[src/rtl/jtag_pkg.sv]
// Shared JTAG definitions: TAP state encoding and transition function, command codes,
// and the standard IR opcodes of the target.
package jtag_pkg;

  typedef enum logic [3:0] {
    TestLogicReset,
    RunTestIdle,
    SelectDrScan,
    CaptureDr,
    ShiftDr,
    Exit1Dr,
    PauseDr,
    Exit2Dr,
    UpdateDr,
    SelectIrScan,
    CaptureIr,
    ShiftIr,
    Exit1Ir,
    PauseIr,
    Exit2Ir,
    UpdateIr
  } tap_state_t;

  localparam logic [1:0] CMD_TLR  = 2'd0;
  localparam logic [1:0] CMD_IR   = 2'd1;
  localparam logic [1:0] CMD_DR   = 2'd2;
  localparam logic [1:0] CMD_IDLE = 2'd3;

  localparam logic [3:0] IDCODE   = 4'h7;
  localparam logic [3:0] BYPASS   = 4'hF;
  localparam logic [3:0] SAMPLE   = 4'h1;
  localparam logic [3:0] EXTEST   = 4'h2;
  localparam logic [3:0] INTEST   = 4'h3;
  localparam logic [3:0] USERCODE = 4'h8;
  localparam logic [3:0] RUNBIST  = 4'h4;

  function automatic tap_state_t tap_next(input tap_state_t s, input logic tms);
    tap_state_t n;
    case (s)
      TestLogicReset: n = tms ? TestLogicReset : RunTestIdle;
      RunTestIdle:    n = tms ? SelectDrScan   : RunTestIdle;
      SelectDrScan:   n = tms ? SelectIrScan   : CaptureDr;
      CaptureDr:      n = tms ? Exit1Dr        : ShiftDr;
      ShiftDr:        n = tms ? Exit1Dr        : ShiftDr;
      Exit1Dr:        n = tms ? UpdateDr       : PauseDr;
      PauseDr:        n = tms ? Exit2Dr        : PauseDr;
      Exit2Dr:        n = tms ? UpdateDr       : ShiftDr;
      UpdateDr:       n = tms ? SelectDrScan   : RunTestIdle;
      SelectIrScan:   n = tms ? TestLogicReset : CaptureIr;
      CaptureIr:      n = tms ? Exit1Ir        : ShiftIr;
      ShiftIr:        n = tms ? Exit1Ir        : ShiftIr;
      Exit1Ir:        n = tms ? UpdateIr       : PauseIr;
      PauseIr:        n = tms ? Exit2Ir        : PauseIr;
      Exit2Ir:        n = tms ? UpdateIr       : ShiftIr;
      UpdateIr:       n = tms ? SelectDrScan   : RunTestIdle;
      default:        n = TestLogicReset;
    endcase
    return n;
  endfunction

endpackage

[src/rtl/jtag_tck_gen.sv]
// TCK generator: low phase first, CLK_DIV clk per half-period. The strobes flag the clk
// edge on which TCK falls (or a low phase starts) and the edge on which it rises.
module jtag_tck_gen #(
  parameter int CLK_DIV = 4
) (
  input  logic clk,
  input  logic rst,
  input  logic en,
  output logic tck,
  output logic fall_stb,
  output logic rise_stb
);
  localparam int CNT_W = (2 * CLK_DIV > 1) ? $clog2(2 * CLK_DIV) : 1;

  logic [CNT_W-1:0] cnt_q, cnt_d;
  logic             tck_q, tck_d;

  assign fall_stb = en && (cnt_q == '0);
  assign rise_stb = en && (cnt_q == CNT_W'(CLK_DIV));
  assign tck      = tck_q;

  always_comb begin
    cnt_d = '0;
    tck_d = 1'b0;
    if (en) begin
      cnt_d = (cnt_q == CNT_W'(2 * CLK_DIV - 1)) ? '0 : cnt_q + CNT_W'(1);
      tck_d = tck_q;
      if (fall_stb) tck_d = 1'b0;
      if (rise_stb) tck_d = 1'b1;
    end
  end

  always_ff @(posedge clk or posedge rst) begin
    if (rst) begin
      cnt_q <= '0;
      tck_q <= 1'b0;
    end else begin
      cnt_q <= cnt_d;
      tck_q <= tck_d;
    end
  end

endmodule

[src/rtl/jtag_master.sv]
// Host-side JTAG master: runs TLR/IR/DR/idle commands against a target TAP, tracking the
// target state in a shadow TAP and returning the TDO bits captured in Shift-xR.
module jtag_master
  import jtag_pkg::*;
#(
  parameter int MAX_LEN = 32,
  parameter int CLK_DIV = 4,
  localparam int LEN_W = $clog2(MAX_LEN) + 1
) (
  input  logic               clk,
  input  logic               rst,
  input  logic               cmd_valid,
  output logic               cmd_ready,
  input  logic [1:0]         cmd_type,
  input  logic [LEN_W-1:0]   cmd_len,
  input  logic [MAX_LEN-1:0] cmd_data,
  output logic               rsp_valid,
  output logic [MAX_LEN-1:0] rsp_data,
  output logic               TCK,
  output logic               TMS,
  output logic               TDI,
  input  logic               TDO
);
  // Counter must also hold the 6-TCK TLR segment for tiny MAX_LEN.
  localparam int CNT_W = (LEN_W > 3) ? LEN_W : 3;

  localparam logic [2:0] ST_INIT_TLR = 3'd0;
  localparam logic [2:0] ST_IDLE     = 3'd1;
  localparam logic [2:0] ST_NAV_IN   = 3'd2;
  localparam logic [2:0] ST_SHIFT    = 3'd3;
  localparam logic [2:0] ST_NAV_OUT  = 3'd4;
  localparam logic [2:0] ST_RUN      = 3'd5;
  localparam logic [2:0] ST_DONE     = 3'd6;

  logic [2:0]         state_q, state_d;
  logic [CNT_W-1:0]   cnt_q, cnt_d;
  logic [LEN_W-1:0]   len_q, len_d;
  logic               ir_q, ir_d;
  logic               cmd_act_q, cmd_act_d;
  logic [MAX_LEN-1:0] data_q, data_d;
  logic [MAX_LEN-1:0] cap_q, cap_d;
  logic               tms_q, tms_d;
  logic               tdi_q, tdi_d;
  logic               rsp_valid_q, rsp_valid_d;
  tap_state_t         tap_q, tap_d;

  logic               busy, fall_stb, rise_stb;
  logic [LEN_W-1:0]   len_eff;
  logic [CNT_W-1:0]   seg_len, drv_idx, cnt_m1;
  logic [2:0]         drv_st;
  logic               finish;

  assign busy      = (state_q != ST_IDLE) && (state_q != ST_DONE);
  assign len_eff   = (cmd_len > LEN_W'(MAX_LEN)) ? LEN_W'(MAX_LEN) : cmd_len;
  assign cnt_m1    = cnt_q - CNT_W'(1);
  assign cmd_ready = (state_q == ST_IDLE);
  assign rsp_valid = rsp_valid_q;
  assign rsp_data  = cap_q;
  assign TMS       = tms_q;
  assign TDI       = tdi_q;

  jtag_tck_gen #(
    .CLK_DIV(CLK_DIV)
  ) u_tck_gen (
    .clk     (clk),
    .rst     (rst),
    .en      (busy),
    .tck     (TCK),
    .fall_stb(fall_stb),
    .rise_stb(rise_stb)
  );

  // Number of TCKs in the current segment of the scan.
  always_comb begin
    case (state_q)
      ST_INIT_TLR: seg_len = CNT_W'(6);
      ST_NAV_IN:   seg_len = ir_q ? CNT_W'(4) : CNT_W'(3);
      ST_SHIFT:    seg_len = CNT_W'(len_q);
      ST_NAV_OUT:  seg_len = CNT_W'(2);
      ST_RUN:      seg_len = CNT_W'(len_q);
      default:     seg_len = '0;
    endcase
  end

  always_comb begin
    state_d     = state_q;
    cnt_d       = cnt_q;
    len_d       = len_q;
    ir_d        = ir_q;
    cmd_act_d   = cmd_act_q;
    data_d      = data_q;
    cap_d       = cap_q;
    tms_d       = tms_q;
    tdi_d       = tdi_q;
    rsp_valid_d = 1'b0;
    tap_d       = tap_q;
    drv_st      = state_q;
    drv_idx     = cnt_q;
    finish      = 1'b0;

    // Segment exhausted: the next TCK belongs to the following segment, or the command ends.
    if (cnt_q == seg_len) begin
      drv_idx = '0;
      case (state_q)
        ST_NAV_IN: drv_st = ST_SHIFT;
        ST_SHIFT:  drv_st = ST_NAV_OUT;
        default:   finish = 1'b1;
      endcase
    end

    case (state_q)
      ST_IDLE: begin
        if (cmd_valid) begin
          len_d     = len_eff;
          ir_d      = (cmd_type == CMD_IR);
          cmd_act_d = 1'b1;
          data_d    = cmd_data;
          cap_d     = '0;
          cnt_d     = '0;
          if (cmd_type == CMD_TLR)       state_d = ST_INIT_TLR;
          else if (len_eff == '0)        state_d = ST_DONE;
          else if (cmd_type == CMD_IDLE) state_d = ST_RUN;
          else                           state_d = ST_NAV_IN;
        end
      end
      ST_DONE: begin
        state_d     = ST_IDLE;
        rsp_valid_d = 1'b1;
      end
      default: begin
        if (fall_stb) begin
          tdi_d = 1'b0;
          if (finish) begin
            state_d     = ST_IDLE;
            rsp_valid_d = cmd_act_q;
            tms_d       = 1'b0;
          end else begin
            state_d = drv_st;
            cnt_d   = drv_idx + CNT_W'(1);
            case (drv_st)
              ST_INIT_TLR: tms_d = (drv_idx < CNT_W'(5));
              ST_NAV_IN:   tms_d = (drv_idx == '0) || (ir_q && (drv_idx == CNT_W'(1)));
              ST_SHIFT: begin
                tms_d = (drv_idx == CNT_W'(len_q) - CNT_W'(1));
                tdi_d = |(data_q & (MAX_LEN'(1) << drv_idx));
              end
              ST_NAV_OUT:  tms_d = (drv_idx == '0);
              default:     tms_d = 1'b0;
            endcase
          end
        end
      end
    endcase

    if (rise_stb) begin
      tap_d = tap_next(tap_q, tms_q);
      if ((state_q == ST_SHIFT) && ((tap_q == ShiftDr) || (tap_q == ShiftIr))) begin
        cap_d = cap_q | (MAX_LEN'(TDO) << cnt_m1);
      end
    end
  end

  always_ff @(posedge clk or posedge rst) begin
    if (rst) begin
      state_q     <= ST_INIT_TLR;
      cnt_q       <= '0;
      len_q       <= '0;
      ir_q        <= 1'b0;
      cmd_act_q   <= 1'b0;
      data_q      <= '0;
      cap_q       <= '0;
      tms_q       <= 1'b1;
      tdi_q       <= 1'b0;
      rsp_valid_q <= 1'b0;
      tap_q       <= TestLogicReset;
    end else begin
      state_q     <= state_d;
      cnt_q       <= cnt_d;
      len_q       <= len_d;
      ir_q        <= ir_d;
      cmd_act_q   <= cmd_act_d;
      data_q      <= data_d;
      cap_q       <= cap_d;
      tms_q       <= tms_d;
      tdi_q       <= tdi_d;
      rsp_valid_q <= rsp_valid_d;
      tap_q       <= tap_d;
    end
  end

endmodule
[config.mk]
export PLATFORM = sky130hd
export DESIGN_NAME = jtag_master
export DESIGN_NICKNAME = d
export VERILOG_FILES = /design/src/rtl/jtag_pkg.sv /design/src/rtl/jtag_tck_gen.sv /design/src/rtl/jtag_master.sv
export SDC_FILE = /design/constraint.sdc
export NUM_CORES = 1
export LEC_CHECK = 0
export BUFFER_PORTS_ARGS = -buffer_cell sky130_fd_sc_hd__buf_4
export CAP_MARGIN = 15
export CORE_MARGIN = 2
export CORE_UTILIZATION = 30
export DETAILED_ROUTE_END_ITERATION = 6
export GPL_TIMING_DRIVEN = 0
export PLACE_DENSITY = 0.49
export SLEW_MARGIN = 20
export SYNTH_ARGS = -nofsm -noshare
export SYNTH_HDL_FRONTEND = slang
export SYNTH_SLANG_ARGS = --single-unit
export TNS_END_PERCENT = 10
[constraint.sdc]
create_clock -name clk -period 5.3 [get_ports clk]
set_input_delay 0 -clock clk [delete_from_list [all_inputs] [get_ports clk]]
set_output_delay 0 -clock clk [all_outputs]
set_load 0.01 [all_outputs]
* Word level (Yosys, flattened, before mapping)
Cells that the tools add are included.
** Operators by class
- Add/sub/neg operators :: 4
- Magnitude comparators :: 2
- Eq/ne operators :: 36
- Shifts and indexed selects :: 2
- Muxes and demuxes :: 48
- Bitwise operators :: 4
- Reductions and logical operators :: 27
** Operator list (number)
- two-way mux 32 bit :: 4
- case mux 4 bit (12 select lines) :: 1
- two-way mux 3 bit :: 12
- AND 32 bit :: 1
- == test 4 bit, second input constant :: 8
- bitwise OR 32 bit :: 1
- OR reduction 32 bit :: 1
- left shift 1 x 6 -> 32 bit :: 1
- left shift 1 x 6 -> 32 bit, first input constant :: 1
- two-way mux 6 bit :: 5
- case mux 6 bit (4 select lines) :: 1
- == test 3 bit, second input constant :: 6
- == test 4 x 3 -> 1 bit, second input constant :: 4
- two-way mux 4 bit :: 4
- two-way mux 1 bit :: 13
- == test 3 x 2 -> 1 bit, second input constant :: 4
- == test 6 bit :: 2
- logical NOT 6 bit :: 2
- case mux 3 bit (2 select lines) :: 2
- case mux 6 bit (2 select lines) :: 1
- subtractor 6 x 1 -> 6 bit, second input constant :: 2
- OR reduction 2 bit :: 5
- logical NOT 3 bit :: 3
- == test 4 x 2 -> 1 bit, second input constant :: 2
- 25 further kinds :: 37
** Word-level totals
- Register bits :: 92
- Input port bits :: 44
- Output and inout bits :: 37

* Longest topological paths before layout
Gate-level depths: netlist (run 1).
- Word-level depth :: 10
- Depth in mapped cells :: 17
- Depth with buffers taken out :: 14

* Modules after synthesis
Synthesis (run 1) repeated with hierarchy kept, for this count alone.
** Unflattened totals
- Cell total of the unflattened synthesis :: 538
- Area, all modules :: 5200.0 um2
** By module, submodules not included
- jtag_master :: instances 1, cells each 520, area each 4999.8 um2, sequential area each 2203.4 um2
- jtag_tck_gen :: instances 1, cells each 18, area each 200.2 um2, sequential area each 100.1 um2

* Worst setup path before layout (run 1)
Ideal clock, no wire load.
- Kind :: register -> register
- Start :: register state_q[1]
- End :: register tdi_q (netlist: TDI)
- Library setup time :: 0.154 ns
- Data arrival time :: 3.251 ns
- Setup slack :: 1.894 ns
- Stages on the path, launching flop included :: 17
- Path buffers :: 3
- Period minus slack after synthesis :: 3.406 ns
- Path through :: dfrtp_1 -> buf_6 -> xor2_4 -> a311o_2 -> a22oi_2 -> nand4_1 -> clkbuf_1 -> nand2_1 -> inv_1 -> ha_1 -> clkbuf_1 -> a222oi_1 -> nor2_1 -> a31oi_1 -> nor2_1 -> o311ai_0 -> o311ai_0
** On the way
- Longest elaborated chain between the ends :: 10
- Elaborated cells on any way between the ends :: 29
- Those cells by class :: eq/ne (10); shift (1); mux (8); bitwise (2); reduce/logical (8)
** Ends and longest elaborated chain
- start: declaration :: RTL line jtag_master.sv:35 : logic [2:0] state_q, state_d;
- start signal: assignment :: RTL line jtag_master.sv:177 : state_q <= state_d;
- == test 3 x 2 -> 1 bit or == test 3 bit (tied branches) :: RTL line jtag_master.sv:75, jtag_master.sv:104
- OR reduction 2 bit (no source line)
- case mux 6 bit (4 select lines) :: RTL line jtag_master.sv:75 : case (state_q)
- == test 6 bit :: RTL line jtag_master.sv:102 : if (cnt_q == seg_len) begin
- two-way mux 6 bit :: RTL line jtag_master.sv:102
- left shift 1 x 6 -> 32 bit :: RTL line jtag_master.sv:145 : tdi_d = |(data_q & (MAX_LEN'(1) << drv_idx));
- AND 32 bit :: RTL line jtag_master.sv:145
- OR reduction 32 bit :: RTL line jtag_master.sv:145
- two-way mux 1 bit :: RTL line jtag_master.sv:140 : case (drv_st)
- two-way mux 1 bit :: RTL line jtag_master.sv:133 : if (finish) begin
- end signal: assignment :: RTL line jtag_master.sv:185 : tdi_q <= tdi_d;
- end: declaration :: RTL line jtag_master.sv:43 : logic tdi_q, tdi_d;
Parallel ways exist; a longest one is shown, timed or not.
A chain may end at the register's enable or synchronous reset.

* Final worst setup path (run 1)
- Start :: register cnt_q[1]
- End :: register tdi_q (netlist: TDI)
** On the way
- Longest elaborated chain between the ends :: 7
- Elaborated cells on any way between the ends :: 10
- Those cells by class :: eq/ne (2); shift (1); mux (5); bitwise (1); reduce/logical (1)
** Ends and longest elaborated chain
- start: declaration :: RTL line jtag_master.sv:36 : logic [CNT_W-1:0] cnt_q, cnt_d;
- start signal: assignment :: RTL line jtag_master.sv:178 : cnt_q <= cnt_d;
- == test 6 bit :: RTL line jtag_master.sv:102
- two-way mux 6 bit :: RTL line jtag_master.sv:102
- left shift 1 x 6 -> 32 bit :: RTL line jtag_master.sv:145
- AND 32 bit :: RTL line jtag_master.sv:145
- OR reduction 32 bit :: RTL line jtag_master.sv:145
- two-way mux 1 bit :: RTL line jtag_master.sv:140
- two-way mux 1 bit * :: RTL line jtag_master.sv:133
Every way passes the cells marked *; elsewhere a longest branch is shown, timed or not.

==> results of run 1 <==
[power breakdown]
part	internal [mW]	switching, mW
logic	0.535	0.747
clock network	0.378	0.268
registers	0.901	0.130
[cell families (layout without fill, tap and decap cells)]
logic type	count (synthesis)	in the layout
buffers and inverters	54	192
xor gates and xnor gates	14	14
DFF	92	92
and+or+nand+nor	138	138
adders and majority gates	12	12
muxes	36	36
AOI/OAI and AO/OA	153	153
[registers in the layout (all words and copies together), names as in the netlist]
register,flops
tap_q,4
data_q,32
cmd_act_q,1
TDI,1
rsp_data,32
state_q,3
u_tck_gen.cnt_q,3
u_tck_gen.tck,1
ir_q,1
cnt_q,6
len_q,6
TMS,1
rsp_valid,1
[Yosys cell counts (all sizes together) (6+ instances only)]
master  count
a21oi      25
inv        16
a22oi       9
xnor2       8
xor2        6
a22o       19
and3        7
ha         11
dfrtp      91
nor3       16
clkbuf     25
nor2       16
a31oi      13
nand2      42
mux2       35
nand3      15
o21ai      45
nand2b     11
buf        11
nor2b       7
[cell type report]
type	count	area share [%]
tap	220	4.18
buffer	36	2.43
multi-input combinational	353	36.9
sequential	92	35.0
clock inverter	3	0.704
inverter	18	1.10
timing repair buffer	123	15.9
clock buffer	12	3.75
[timing repair]
item / 4_1_cts / 5_1_grt
hold buffers: 42 / 0
resized for setup: 0 / 0
hold endpoints to repair: 81 / 0
[stage by stage]
step	util [%]	power, mW	hold slack [ns]	instances	cell area [um^2]
floorplan	-	1.93	0.148	499	4960
global placement	35.7	2.26	0.234	799	5830
detailed placement	35.9	2.29	0.0467	800	5870
CTS	40.2	2.98	0.0597	857	6580
global route	40.2	3.19	0.0841	857	6580
finish	40.2	2.96	0.0630	857	6580
[cell usage in the layout, fill, tap and decap left out, types with 19 or more instances in the layout]
| master | Yosys | routed |
|---|---|---|
| a21oi_1 | 25 | 25 |
| a22o_1 | 19 | 19 |
| buf_4 | 1 | 81 |
| clkbuf_1 | 24 | 26 |
| dfrtp_1 | 91 | 91 |
| dlygate4sd3_1 | 0 | 42 |
| mux2_2 | 35 | 35 |
| nand2_1 | 42 | 42 |
| o21ai_0 | 44 | 44 |
[worst paths after layout]
check / cells after the start / endpoint / slack (ns) / startpoint
worst min register to register: 1 / u_tck_gen.cnt_q[0] / 0.47 / u_tck_gen.cnt_q[0]
min in group asynchronous: 3 / data_q[23] / 0.22 / rst
max in group asynchronous: 4 / len_q[3] / 4.49 / rst
worst max register to register: 15 / TDI / 0.98 / cnt_q[1]
worst min-delay path: 3 / rsp_data[24] / 0.06 / TDO
worst max-delay path: 15 / TDI / 0.98 / cnt_q[1]
[worst min-delay path, delay by kind of cell]
| kind | cells | cell delay (ns) |
|---|---|---|
| simple gates | 1 | 0.15 |
| buf+inv | 1 | 0.13 |
| compound gates | 1 | 0.09 |
[routing by layer]
metal / vias up / wire, um / global-route usage [%]
li1: 2101 / - / -
met1: 2149 / 6480 / 21.8
met2: 103 / 6780 / 26.9
met3: 13 / 539 / 3.33
met4: 0 / 207 / 5.32
met5: - / 0 / 0
==> results.json, run 1 <==
{
  "synth_xor_area_share_pct": 2.85,
  "layout_worst_path_cycle_share_pct": 81.5,
  "cp-start-kind": "flop",
  "antenna_found_initial": 0,
  "nFillCells": 1662,
  "grt_usage_pct": 16.4,
  "cap_violations": 0,
  "cp_slowest_cell": "a311oi_1",
  "cp_max_fo": 10,
  "syn-instance-count": 499,
  "path_delay_family": "compound AO/OA/AOI/OAI gates",
  "setup-tns-final_ns": 0,
  "synth_area_leaders": "dfrtp_1, mux2_2, o21ai_0, a22o_1, nand2_1",
  "max_slew_margin_pct": 39.5,
  "cp_common_cell": "clkbuf_1",
  "synth_compound_area_share_pct": 20.9,
  "synth_mux_area_share_pct": 8.15,
  "yosysWarnings": 0,
  "num_rows": 47,
  "first_global_vias": 4419,
  "area_growth_syn_to_layout_pct": 32.7,
  "fmax_mhz": 231,
  "cts_buffers": 9,
  "syn-mean-instance-area_um2": 9.94,
  "grt_start_max_net_pins": 51,
  "fin_skew_ns": 0.00586,
  "multiInputGateArea_mm2": 0.00243,
  "viasPerCell": 5.09,
  "post_cts_buffers": 0,
  "synthFlopType": "dfrtp_1",
  "drtPass1Iterations": 5,
  "grt_pass1_wl_mm": 22.9,
  "place_ws_ns": 1.04,
  "wire_per_inst_um": 16.3,
  "antenna_left": 0,
  "synth-edff-count": 0,
  "ys_seq_elements": 92,
  "max-vdd-ir-drop_mv": 0.263,
  "drv_slew": 0,
  "h-tree-depth": 3,
  "cts.sinks": 92,
  "synth.top_cell.area_share_pct": 45.9,
  "synth_seq_area_share_pct": 46.5,
  "synthesis.area_mm2": 0.00496,
  "synth_top_area_cell": "dfrtp_1",
  "drt-total-wl_mm": 14.0,
  "cp_data_required_time_ns": 5.50,
  "syn_nets": 554,
  "io_pins": 81,
  "drive_gt1_share_pct": 23.1,
  "fin_ws_ns": 0.980,
  "worst-path-buf-inv": 4,
  "hold_viol": 0,
  "synth_top_family_by_area": "compound AO/OA/AOI/OAI gates",
  "dieHeight_um": 133,
  "die-area_mm2": 0.0176,
  "hold_class": "input port to flop",
  "hpwl_mm": 10.1,
  "cts-root-buf": "clkbuf_16",
  "globalplace.congestion": 0.910,
  "vias": 4366,
  "grt_overflow": 0,
  "rsz0062_at_grt": "no",
  "insertion_delay_ns": 0.35,
  "cts_tree": "yes",
  "die_x_um": 133,
  "post-route-drc-count": 0,
  "fp.coreArea_mm2": 0.0163,
  "worstSetupPathType": "flop to flop",
  "cp.arrival_ns": 4.52,
  "nets": 688,
  "p_leak_nw": 2.90,
  "drt_iter0_drc": 297,
  "critical-path-max-stage-delay_ns": 0.56,
  "synth-adder-area-share_pct": 2.98,
  "antenna_cells": 0,
  "tightestPinTransition_ns": 0.899,
  "start_util_pct": 30.3,
  "status": "completed",
  "synth_async_sr_flop_share_pct": 100,
  "worstPathCellList": "clkbuf_1 > a21oi_1 > a311oi_1 > nand4_1 > clkbuf_1 > nand2_1 > inv_1 > ha_1 > clkbuf_1 > a222oi_1 > a211o_1 > o311a_1 > a21oi_1 > o311ai_0 > o311ai_0",
  "ys_types": 66,
  "seq_area_mm2": 0.00230,
  "fin_crit_ns": 4.32,
  "synth-simple-area-share_pct": 14.0,
  "end_kind": "flop",
  "io_buffers": 80,
  "powerDensity_mw_per_mm2": 450,
  "setup_viol": 0,
  "cts.path.max_buffers": 2,
  "clkTransAtPathRegs_ns": 0.06
}
Note: power is estimated with default switching activity, not from simulation.
==> run 2: changes to the inputs <==
Clock period 5.3 ns to 4.5 ns, I/O delays scaled along.
==> results.json, run 2 (synthesis results as in run 1) <==
{
  "antenna_found_initial": 0,
  "cp-start-kind": "flop",
  "grt_pass1_wl_mm": 22.9,
  "drive_gt1_share_pct": 23.5,
  "nets": 688,
  "cp_slowest_cell": "a222oi_1",
  "io_pins": 81,
  "fmax_mhz": 237,
  "fp.coreArea_mm2": 0.0163,
  "final_common_cell": "dfrtp_1",
  "dieHeight_um": 133,
  "post_cts_buffers": 0,
  "swShare_pct": 38.6,
  "cts_buffers": 9,
  "power.internal_mw": 2.14,
  "layout_worst_path_cycle_share_pct": 93.9,
  "final_cell_mix": "dfrtp_1, buf_4, o21ai_0",
  "antenna_cells": 0,
  "area_growth_syn_to_layout_pct": 32.9,
  "vias": 4377,
  "cp.arrival_ns": 4.42,
  "drv_slew": 0,
  "worstSetupPathType": "flop to flop",
  "hold_viol": 0,
  "rsz0062_at_grt": "no",
  "num_rows": 47,
  "drt-total-wl_mm": 14.0,
  "seq_power_share_pct": 34.8,
  "max-vdd-ir-drop_mv": 0.310,
  "cts.path.max_buffers": 2,
  "pwr-share-comb_pct": 43.4,
  "nFillCells": 1665,
  "worstPathCellList": "buf_6 > xnor2_1 > nor3_1 > nor4_2 > nand4_1 > clkbuf_1 > nand2_1 > inv_1 > ha_1 > clkbuf_1 > a222oi_1 > a211o_1 > o311a_1 > a21oi_1 > o311ai_0 > o311ai_0",
  "fin_skew_ns": 0.00625,
  "grt_overflow": 0,
  "p_switching_mw": 1.35,
  "hold_class": "input port to flop",
  "cap_violations": 0,
  "critical-path-max-stage-delay_ns": 0.51,
  "fin_crit_ns": 4.22,
  "antenna_left": 0,
  "die-area_mm2": 0.0176,
  "clkPwrFrac_pct": 21.8,
  "clkTransAtPathRegs_ns": 0.06,
  "wire_per_inst_um": 16.4,
  "insertion_delay_ns": 0.35,
  "drtPass1Iterations": 5,
  "cp_data_required_time_ns": 4.70,
  "first_global_vias": 4419,
  "fin_ws_ns": 0.275,
  "die_x_um": 133,
  "hpwl_mm": 10.1,
  "globalplace.congestion": 0.910,
  "drt_iter0_drc": 298,
  "grt_usage_pct": 16.4,
  "cts.sinks": 92,
  "place_ws_ns": 0.243,
  "cts_tree": "yes",
  "tightestPinTransition_ns": 0.901,
  "total_power_mw": 3.49,
  "viasPerCell": 5.11,
  "max_slew_margin_pct": 39.4,
  "grt_start_max_net_pins": 51,
  "cts-root-buf": "clkbuf_16",
  "cp_max_fo": 10,
  "h-tree-depth": 3,
  "io_buffers": 80,
  "post-route-drc-count": 0,
  "status": "completed",
  "end_kind": "flop",
  "setup_viol": 0,
  "start_util_pct": 30.3,
  "setup-tns-final_ns": 0,
  "powerDensity_mw_per_mm2": 529,
  "p_leak_nw": 2.91
}
run 2: per-layer routing:
layer | part of all wire, % | up-vias | GRT usage, %
met5 | 0 | - | 0
met4 | 2.0 | 0 | 5.32
met3 | 4.2 | 19 | 3.33
li1 | - | 2103 | -
met1 | 46 | 2141 | 21.8
met2 | 48 | 114 | 26.9
run 2: final timing paths:
path	startpoint	to	slack, ns	cells after the start
max in group asynchronous	rst	len_q[3]	3.69	4
worst max register to register	state_q[1]	TDI	0.28	16
worst min-delay path	TDO	rsp_data[24]	0.06	3
min in group asynchronous	rst	data_q[23]	0.22	3
worst min register to register	u_tck_gen.cnt_q[0]	u_tck_gen.cnt_q[0]	0.47	1
worst max-delay path	state_q[1]	TDI	0.28	16
run 2: through the flow:
stage | cell area [um^2] | utilization, % | hold WS (ns) | cells
after floorplan | 4960 | - | 0.148 | 499
after global placement | 5830 | 35.7 | 0.234 | 799
after detailed placement | 5870 | 35.9 | 0.0467 | 800
after CTS | 6580 | 40.2 | 0.0597 | 857
after global routing | 6590 | 40.3 | 0.0841 | 857
final | 6590 | 40.3 | 0.0626 | 857
run 2: timing repair:
action                                  CTS  global route
gates resized for setup                   0             4
endpoints found under the setup margin    0             1
hold buffers                             42             0
hold endpoints to repair                 81             0
run 2: critical path: cells and delay by family (launching register included):
kind | cells | cell delay (ns)
fa+ha+maj | 1 | 0.20
buf+inv | 4 | 0.78
flops | 1 | 0.37
xor+xnor | 1 | 0.29
simple gates | 4 | 1.05
compound gates | 6 | 1.39
run 2: power groups by stage:
stage / sequential, mW / combinational (mW) / clock (mW)
CTS: 1.21 / 1.51 / 0.783
floorplan: 1.18 / 1.09 / 0
global placement: 1.22 / 1.44 / 0
detailed placement: 1.23 / 1.47 / 0
global route: 1.24 / 1.69 / 0.821
finish: 1.21 / 1.51 / 0.760
run 2: area by class of cell:
type / instances / area [um^2] / share of cell area [%]
sequential: 92 / 2300 / 35.0
multi-input combinational: 353 / 2430 / 36.9
clock buffer: 12 / 246 / 3.74
tap: 220 / 275 / 4.18
inverter: 18 / 72.6 / 1.10
timing repair buffer: 123 / 1050 / 15.9
buffer: 36 / 161 / 2.45
clock inverter: 3 / 46.3 / 0.703
==> run 3: changes to the inputs <==
Settings changed: CORE_MARGIN 2 to 10.
==> results.json, run 3 (synthesis results as in run 1) <==
{
  "grt_start_max_net_pins": 79,
  "insertion_delay_ns": 0.35,
  "place_ws_ns": 0.309,
  "nets": 688,
  "worstSetupPathType": "flop to flop",
  "fin_util_pct": 41.1,
  "drt-total-wl_mm": 14.6,
  "drv_slew": 0,
  "dieHeight_um": 149,
  "grt_usage_pct": 13.5,
  "area_growth_syn_to_layout_pct": 33.1,
  "clkTransAtPathRegs_ns": 0.07,
  "status": "completed",
  "final_common_cell": "dfrtp_1",
  "cp-start-kind": "flop",
  "cp.arrival_ns": 4.23,
  "antenna_found_initial": 0,
  "cts-root-buf": "clkbuf_16",
  "cp_max_fo": 10,
  "powerDensity_mw_per_mm2": 534,
  "fp.coreArea_mm2": 0.0161,
  "cts.sinks": 92,
  "cts_buffers": 9,
  "drt_iter0_drc": 246,
  "cts_tree": "yes",
  "antenna_left": 0,
  "io_pins": 81,
  "finalInstanceArea_mm2": 0.00660,
  "setup_viol": 0,
  "wire_per_inst_um": 17.0,
  "cp_data_required_time_ns": 4.70,
  "vias": 4353,
  "dpl_cell_area_mm2": 0.00586,
  "viasPerCell": 5.10,
  "first_global_vias": 4473,
  "layout_worst_path_cycle_share_pct": 89.4,
  "h-tree-depth": 3,
  "final_cell_mix": "dfrtp_1, buf_4, o21ai_0",
  "cts.path.max_buffers": 2,
  "end_kind": "flop",
  "fin_ws_ns": 0.477,
  "hold_class": "input port to flop",
  "cap_violations": 0,
  "drtPass1Iterations": 5,
  "io_buffers": 80,
  "grt_pass1_wl_mm": 24.1,
  "tightestPinTransition_ns": 0.835,
  "fin_skew_ns": 0.00745,
  "start_util_pct": 30.9,
  "globalplace.congestion": 0.887,
  "die-area_mm2": 0.0221,
  "hold_viol": 0,
  "post-route-drc-count": 0,
  "hold_slack_ns": 0.0293,
  "fin_crit_ns": 4.02,
  "p_leak_nw": 2.92,
  "hpwl_mm": 10.7,
  "max-vdd-ir-drop_mv": 0.262,
  "max_slew_margin_pct": 43.8,
  "fmax_mhz": 249,
  "grt_overflow": 0,
  "drive_gt1_share_pct": 24.5,
  "antenna_cells": 0,
  "rsz0062_at_grt": "no",
  "die_x_um": 149,
  "num_rows": 46,
  "setup-tns-final_ns": 0
}
==> run 3: changes by cell type in the layout (fill, tap and decap cells not counted), sizes merged <==
cell	delta
clkbuf	-3
clkinv	+2
inv	+2
buf	+1
dlygate4sd3	-1
==> run 3: metal layers <==
| layer | vias up | share of wire [%] | GRT usage (%) |
|---|---|---|---|
| li1 | 2091 | - | - |
| met5 | - | 0 | 0 |
| met3 | 13 | 4.5 | 3.37 |
| met4 | 0 | 1.3 | 4.21 |
| met1 | 2147 | 47 | 17.7 |
| met2 | 102 | 47 | 21.4 |
==> run 3: path summary, 6_finish.rpt <==
check / startpoint / endpoint / slack, ns / depth (start not counted)
setup / recovery: cnt_q[3] / TDI / 0.48 / 16
hold / removal: cmd_type[1] / state_q[1] / 0.03 / 3
setup reg to reg: cnt_q[3] / TDI / 0.48 / 16
hold reg to reg: u_tck_gen.cnt_q[0] / u_tck_gen.cnt_q[0] / 0.46 / 1
max in group asynchronous: rst / TMS / 3.75 / 4
min in group asynchronous: rst / data_q[21] / 0.11 / 3
==> run 3: repair_timing <==
item,in CTS,in global routing
setup endpoints to repair,0,1
setup buffers,0,1
gates resized for setup,0,7
hold buffers,41,0
endpoints found under the hold margin,130,0
==> run 3: worst max-delay path, stage by stage, from the launching register on <==
cell and delay, ns:
dfrtp_1 0.36, clkbuf_1 0.22, inv_2 0.23, a31oi_1 0.07
nor4_2 0.46, nand4_1 0.26, clkbuf_2 0.26, nand2_1 0.19
inv_1 0.09, ha_1 0.19, clkbuf_1 0.25, a222oi_1 0.44
a211o_1 0.19, o311a_1 0.16, a21oi_1 0.04, o311ai_0 0.26
o311ai_0 0.17
==> run 3: layout make-up <==
type,count,area [um^2]
fillers,1542,9460
multi-input cells,353,2440
flip-flops and latches,92,2300
repair buffers,123,1050
well taps,216,270
clock buffers,9,225
plain buffers,36,163
clock inverters,7,80.1
inverters,18,72.6
==> run 3: power breakdown <==
part | internal (mW) | switching [mW]
logic | 0.644 | 0.879
registers | 1.06 | 0.158
clock network | 0.438 | 0.343
==> run 3: through the flow <==
| stage | cells | power (mW) |
|---|---|---|
| CTS | 853 | 3.53 |
| global placement | 795 | 2.66 |
| floorplan | 499 | 2.27 |
| detailed placement | 796 | 2.70 |
| global route | 854 | 3.80 |
| finish | 854 | 3.52 |
